--- config.mk ---
export PLATFORM = sky130hd
export DESIGN_NAME = csi2tx_pkt_hdr_gen
export DESIGN_NICKNAME = d
export VERILOG_FILES = /design/src/rtl/csi2tx_pkt_hdr_gen.sv
export SDC_FILE = /design/constraint.sdc
export NUM_CORES = 1
export LEC_CHECK = 0
export ABC_AREA = 1
export BUFFER_PORTS_ARGS = -buffer_cell sky130_fd_sc_hd__buf_2
export CAP_MARGIN = 20
export CORE_MARGIN = 5
export CORE_UTILIZATION = 44
export DETAILED_ROUTE_END_ITERATION = 16
export PLACE_DENSITY = 0.76
export SLEW_MARGIN = 30
export SYNTH_ARGS = -nofsm -noshare
export SYNTH_HDL_FRONTEND = slang
export SYNTH_SLANG_ARGS = --single-unit
--- constraint.sdc ---
create_clock -name txbyteclkhs -period 1.42 [get_ports txbyteclkhs]
set_input_delay 0.426 -clock txbyteclkhs [delete_from_list [all_inputs] [get_ports txbyteclkhs]]
set_output_delay 0.426 -clock txbyteclkhs [all_outputs]
set_load 0.005 [all_outputs]
--- src/rtl/csi2tx_pkt_hdr_gen.sv ---
// rtl/csi2tx_pkt_hdr_gen.sv - CSI-2 packet header builder: latches {WC,VC,DT}, waits for the external ECC, streams 4 header bytes.

module csi2tx_pkt_hdr_gen #(
    parameter int ECC_LAT = 1
) (
    input  logic        txbyteclkhs,
    input  logic        txbyteclkhs_rst_n,
    input  logic        tinit_start,
    input  logic        hdr_req,
    output logic        hdr_ack,
    input  logic [1:0]  hdr_vc,
    input  logic [5:0]  hdr_dt,
    input  logic [15:0] hdr_wc,
    output logic [23:0] ecc_data_out,
    output logic        ecc_en,
    input  logic [5:0]  ecc_value,
    output logic [7:0]  byte_out,
    output logic        byte_valid,
    input  logic        byte_ready,
    output logic        byte_last,
    output logic        busy
);

    typedef enum logic [1:0] {
        IDLE     = 2'd0,
        ECC_WAIT = 2'd1,
        SEND     = 2'd2
    } state_t;

    state_t      state;
    state_t      state_nxt;
    logic [23:0] hdr_r;
    logic [5:0]  ecc_r;
    logic [1:0]  idx;
    logic [1:0]  wait_cnt;
    logic        ecc_done;

    // ECC_LAT is at most 3, so a 2-bit counter reaches it.
    assign ecc_done     = (wait_cnt == 2'(ECC_LAT));
    assign ecc_data_out = hdr_r;

    always_ff @(posedge txbyteclkhs or negedge txbyteclkhs_rst_n) begin
        if (!txbyteclkhs_rst_n) begin
            state <= IDLE;
        end else begin
            state <= state_nxt;
        end
    end

    always_comb begin
        state_nxt  = state;
        hdr_ack    = 1'b0;
        ecc_en     = 1'b0;
        byte_valid = 1'b0;
        byte_last  = 1'b0;
        byte_out   = 8'h00;
        busy       = (state != IDLE);
        case (state)
            IDLE: begin
                hdr_ack = tinit_start;
                if (hdr_req && tinit_start) begin
                    state_nxt = ECC_WAIT;
                end
            end
            ECC_WAIT: begin
                ecc_en = 1'b1;
                if (ecc_done) begin
                    state_nxt = SEND;
                end
            end
            SEND: begin
                byte_valid = 1'b1;
                byte_last  = (idx == 2'd3);
                case (idx)
                    2'd0:    byte_out = hdr_r[7:0];
                    2'd1:    byte_out = hdr_r[15:8];
                    2'd2:    byte_out = hdr_r[23:16];
                    default: byte_out = {2'b00, ecc_r};
                endcase
                if (byte_ready && (idx == 2'd3)) begin
                    state_nxt = IDLE;
                end
            end
            default: state_nxt = IDLE;
        endcase
        // Link not initialised: abandon whatever is in flight on the next edge.
        if (!tinit_start) begin
            state_nxt = IDLE;
        end
    end

    always_ff @(posedge txbyteclkhs or negedge txbyteclkhs_rst_n) begin
        if (!txbyteclkhs_rst_n) begin
            hdr_r    <= 24'h0;
            ecc_r    <= 6'h0;
            idx      <= 2'd0;
            wait_cnt <= 2'd0;
        end else if (!tinit_start) begin
            hdr_r    <= 24'h0;
            idx      <= 2'd0;
            wait_cnt <= 2'd0;
        end else begin
            case (state)
                IDLE: begin
                    if (hdr_req) begin
                        hdr_r    <= {hdr_wc, hdr_vc, hdr_dt};
                        wait_cnt <= 2'd0;
                    end
                end
                ECC_WAIT: begin
                    if (ecc_done) begin
                        ecc_r <= ecc_value;
                        idx   <= 2'd0;
                    end else begin
                        wait_cnt <= wait_cnt + 2'd1;
                    end
                end
                SEND: begin
                    // Wraps back to 0 after the ECC byte, ready for the next header.
                    if (byte_ready) begin
                        idx <= idx + 2'd1;
                    end
                end
                default: ;
            endcase
        end
    end

endmodule
==> results.rst <==
.. list-table::
   :header-rows: 1

   * - Metric
     - Value
   * - Flops & latches, synth
     - 36
   * - Y dimension of the die
     - 75.1 um
   * - Kind of path behind the tightest hold check
     - in2reg
   * - Result of the run
     - complete, but fails checks
   * - Final antenna-violating net count
     - 0
   * - Pin count of the biggest net entering global routing
     - 32
   * - Worst reg2reg path endpoint
     - ecc_data_out[8]$_DFFE_PN0P_
   * - Area grow syn2layout
     - 57.3%
   * - Launch instance of the worst register-to-register path
     - state[0]$_DFFE_PN0P_
   * - Max Slew Vio Count
     - 0
   * - Via count
     - 2198
   * - Placement Setup Slack
     - -0.283 ns
   * - Clock tree from TritonCTS
     - done
   * - Horiz. Die Dim
     - 75.1 um
   * - Final weighted congestion in routability-driven placement
     - 0.892
   * - Starting utilization of the core area
     - 0.460
   * - WL met1
     - 2.74 mm
   * - Max IR drop VDD
     - 0.637 mV
   * - RSZ-0062 raised after global routing
     - true
   * - Hold Path End
     - ecc_r[0]$_DFFE_PN0P_
   * - Cell count after placement
     - 367
   * - Post-Synthesis Net Count
     - 283
   * - Max_slew headroom
     - 0.722
   * - Count of endpoints failing hold in the final timing report
     - 0
   * - Startpoint-to-endpoint class of the critical path
     - reg2out
   * - Area of the mapped netlist
     - 1870 um^2
   * - Number of remaining DRC errors
     - 0
   * - Distinct cell type count after synthesis
     - 18
   * - Total placed instance area
     - 2360 um^2
   * - Number of global-route vias before repair
     - 2052
   * - Number of placement rows
     - 23
   * - Tightest Pin Transition
     - 0.416 ns
   * - Endpoint kind of the worst setup timing path
     - primary output
   * - Remaining global-route overflow
     - 0
   * - Die area
     - 5640 um^2
   * - Syn avg cell area
     - 7.71 um^2
   * - Highest routing layer actually used
     - met4
   * - Max-cap violations
     - 0
   * - Post-Synthesis Cells
     - 242
   * - Failing checks
     - setup timing
   * - Worst setup SP type
     - flip-flop
   * - P_leak
     - 1.61 nW
   * - Logic depth of the worst register-to-register path
     - 10
   * - Clock tree root buffer cell
     - sky130_fd_sc_hd__clkbuf_8
   * - Number of DRC markers after the initial detailed-route iteration
     - 256
   * - Register-to-Register Setup Slack
     - -0.21 ns
   * - Detailed-routing iteration count for the pre-antenna-repair pass
     - 5
   * - Number of antenna cells inserted
     - 0
   * - Total number of yosys warnings
     - 0
   * - Top achievable clock speed
     - 509 MHz
   * - Wire length of the first global-routing pass
     - 10.3 mm
   * - Post-synthesis sequential area ratio
     - 0.483
   * - Non-Filler Instances
     - 395
   * - Fraction of layout instances using a drive strength above 1
     - 0.470
   * - Total of buffers placed on input and output ports
     - 71
   * - Power per cell area
     - 1050 nW/um^2
   * - Initial antenna violation count
     - 0
   * - Estimated wirelength of the detail-placed design
     - 3.97 mm
   * - Clk sink count
     - 36
   * - Core area
     - 4060 um^2
   * - Worst EP arrival
     - 1.54 ns
   * - Final Power
     - 3.07 mW
   * - Clock latency of the later-clocked register in the worst-skew pair
     - 0.30 ns
   * - Number of CTS-inserted buffers
     - 5
   * - Hold Crit Start
     - ecc_value[0]
   * - Length of routed met2 wiring
     - 3.42 mm
   * - Number of H-tree levels
     - 2
   * - Detail-routed net length per standard cell
     - 18.0 um
   * - Post-CTS clock slew at the launch and capture registers of the worst setup and hold paths
     - 0.08 ns
   * - I/O pin cnt
     - 72
   * - Met3 Routed Length
     - 649 um
   * - Filler cells
     - 267
   * - Cell count of the worst hold path
     - 3
   * - Final critical-path share of the clock period
     - 1.38
   * - Endpoint required time on the critical path
     - 0.99 ns
   * - Post-DR vias/cell
     - 5.56
   * - Worst clock skew
     - 0.00382 ns
   * - Number of nets in the final layout
     - 385
   * - Count of endpoints failing setup in the final report
     - 38
   * - Fin worst setup slack
     - -0.546 ns
   * - Final design area excluding fillers
     - 2940 um^2
   * - Post-layout minimum cycle time
     - 1.97 ns
   * - GRT Resource Usage Total
     - 0.244
   * - Total wire length after detailed routing
     - 7.10 mm
   * - Clock tree buffer depth
     - 2
   * - Critical path fanouts, max
     - 8
repair_timing:
| item | in CTS | in global routing |
|---|---|---|
| resized for setup | 41 | 33 |
| buffers inserted | 13 | 6 |
| setup endpoints to repair | 37 | 42 |
| endpoints found under the hold margin | 5 | 0 |
| gates cloned | 4 | 0 |
| hold buffers | 1 | 0 |
| pin swaps | 22 | 14 |
power breakdown:
group          internal (mW)  switching [mW]
clock                  0.529           0.424
sequential              1.18           0.141
combinational          0.383           0.421
cells by family (layout without fill, tap and decap cells):
group,count (synthesis),in the layout,share of synthesized area
fa+ha+maj,6,6,0.0402
simple gates,154,157,0.357
buf+inv,27,127,0.0644
flops,36,36,0.483
compound gates,19,19,0.0550
flip-flops by register name, summed over array words and instances, names as in the netlist:
register and flops:
ecc_data_out 24, ecc_r 6, idx 2, state 2, wait_cnt 2
layer usage:
metal  up-vias  global-route usage
met5         -                   0
met1      1025               0.320
met2       161               0.384
met4         0               0.125
li1        979                   -
met3        33              0.0467
how the worst max path moves through the flow:
stage / start / endpoint / slack [ns] / depth (start not counted)
finish: idx[1]$_DFFE_PN0P_ / byte_out[5] / -0.55 / 5
global route: idx[1]$_DFFE_PN0P_ / byte_out[7] / -0.58 / 7
CTS: idx[1]$_DFFE_PN0P_ / byte_out[5] / -0.47 / 5
detailed placement: idx[1]$_DFFE_PN0P_ / byte_out[5] / -0.28 / 5
global placement: idx[0]$_DFFE_PN0P_ / byte_out[5] / -0.19 / 5
floorplan: idx[0]$_DFFE_PN0P_ / byte_out[6] / -0.03 / 7
worst max-delay path, stage by stage (launching register included):
cell	delay [ns]
sky130_fd_sc_hd__dfrtp_2	0.48
sky130_fd_sc_hd__inv_4	0.11
sky130_fd_sc_hd__ha_4	0.19
sky130_fd_sc_hd__nand2_1	0.09
sky130_fd_sc_hd__a31oi_1	0.21
sky130_fd_sc_hd__buf_2	0.15
stage by stage:
stage          utilization  setup TNS (ns)  hold WS (ns)
2_1_floorplan            -          -0.255         0.130
3_3_place_gp         0.582           -2.03         0.265
3_5_place_dp         0.582           -2.82         0.268
4_1_cts              0.692           -8.83         0.325
5_1_grt              0.723          -12.18         0.341
6_report             0.723           -9.95         0.322
layout by cell type (no fill, tap or decap), types with 2 or more instances in the layout:
cell | Yosys | layout
sky130_fd_sc_hd__nand2_1 | 101 | 89
sky130_fd_sc_hd__buf_2 | 3 | 69
sky130_fd_sc_hd__dfrtp_1 | 36 | 34
sky130_fd_sc_hd__nand3_1 | 36 | 31
sky130_fd_sc_hd__buf_6 | 2 | 16
sky130_fd_sc_hd__buf_4 | 0 | 12
sky130_fd_sc_hd__nand2_2 | 1 | 11
sky130_fd_sc_hd__inv_1 | 15 | 9
sky130_fd_sc_hd__nor2_4 | 2 | 7
sky130_fd_sc_hd__a21oi_2 | 0 | 6
sky130_fd_sc_hd__a31oi_1 | 6 | 6
sky130_fd_sc_hd__nor2_1 | 9 | 6
sky130_fd_sc_hd__o21ai_1 | 0 | 5
sky130_fd_sc_hd__clkbuf_8 | 0 | 5
sky130_fd_sc_hd__inv_4 | 0 | 4
sky130_fd_sc_hd__nor2_2 | 3 | 4
sky130_fd_sc_hd__nand3_2 | 0 | 4
sky130_fd_sc_hd__ha_4 | 0 | 4
sky130_fd_sc_hd__inv_2 | 1 | 3
sky130_fd_sc_hd__buf_12 | 0 | 3
sky130_fd_sc_hd__dfrtp_2 | 0 | 2
layout make-up:
type                            count  area [um^2]  share of cell area
Tap cell                           50         62.6              0.0213
Multi-Input combinational cell    182         1060               0.360
Clock buffer                        5         68.8              0.0234
Clock inverter                      3         46.3              0.0158
Sequential cell                    36          903               0.308
Timing Repair Buffer              103          728               0.248
Inverter                           16         70.1              0.0239
Yosys cell counts:
cell type                  number  area [um^2]
sky130_fd_sc_hd__buf_2          3         15.0
sky130_fd_sc_hd__nor2_4         2         22.5
sky130_fd_sc_hd__nor2_1         9         33.8
sky130_fd_sc_hd__clkbuf_1       6         22.5
sky130_fd_sc_hd__a21oi_1        7         35.0
sky130_fd_sc_hd__ha_1           6         75.1
sky130_fd_sc_hd__dfrtp_1       36          901
sky130_fd_sc_hd__a31oi_1        6         37.5
sky130_fd_sc_hd__inv_1         15         56.3
sky130_fd_sc_hd__nor2_8         1         20.0
sky130_fd_sc_hd__o21ai_0        6         30.0
sky130_fd_sc_hd__or2_2          1         6.26
sky130_fd_sc_hd__nand2_2        1         6.26
sky130_fd_sc_hd__nand2_1      101          379
sky130_fd_sc_hd__nor2_2         3         18.8
sky130_fd_sc_hd__buf_6          2         22.5
sky130_fd_sc_hd__nand3_1       36          180
sky130_fd_sc_hd__inv_2          1         3.75
Power figures use the tool's default switching activity.
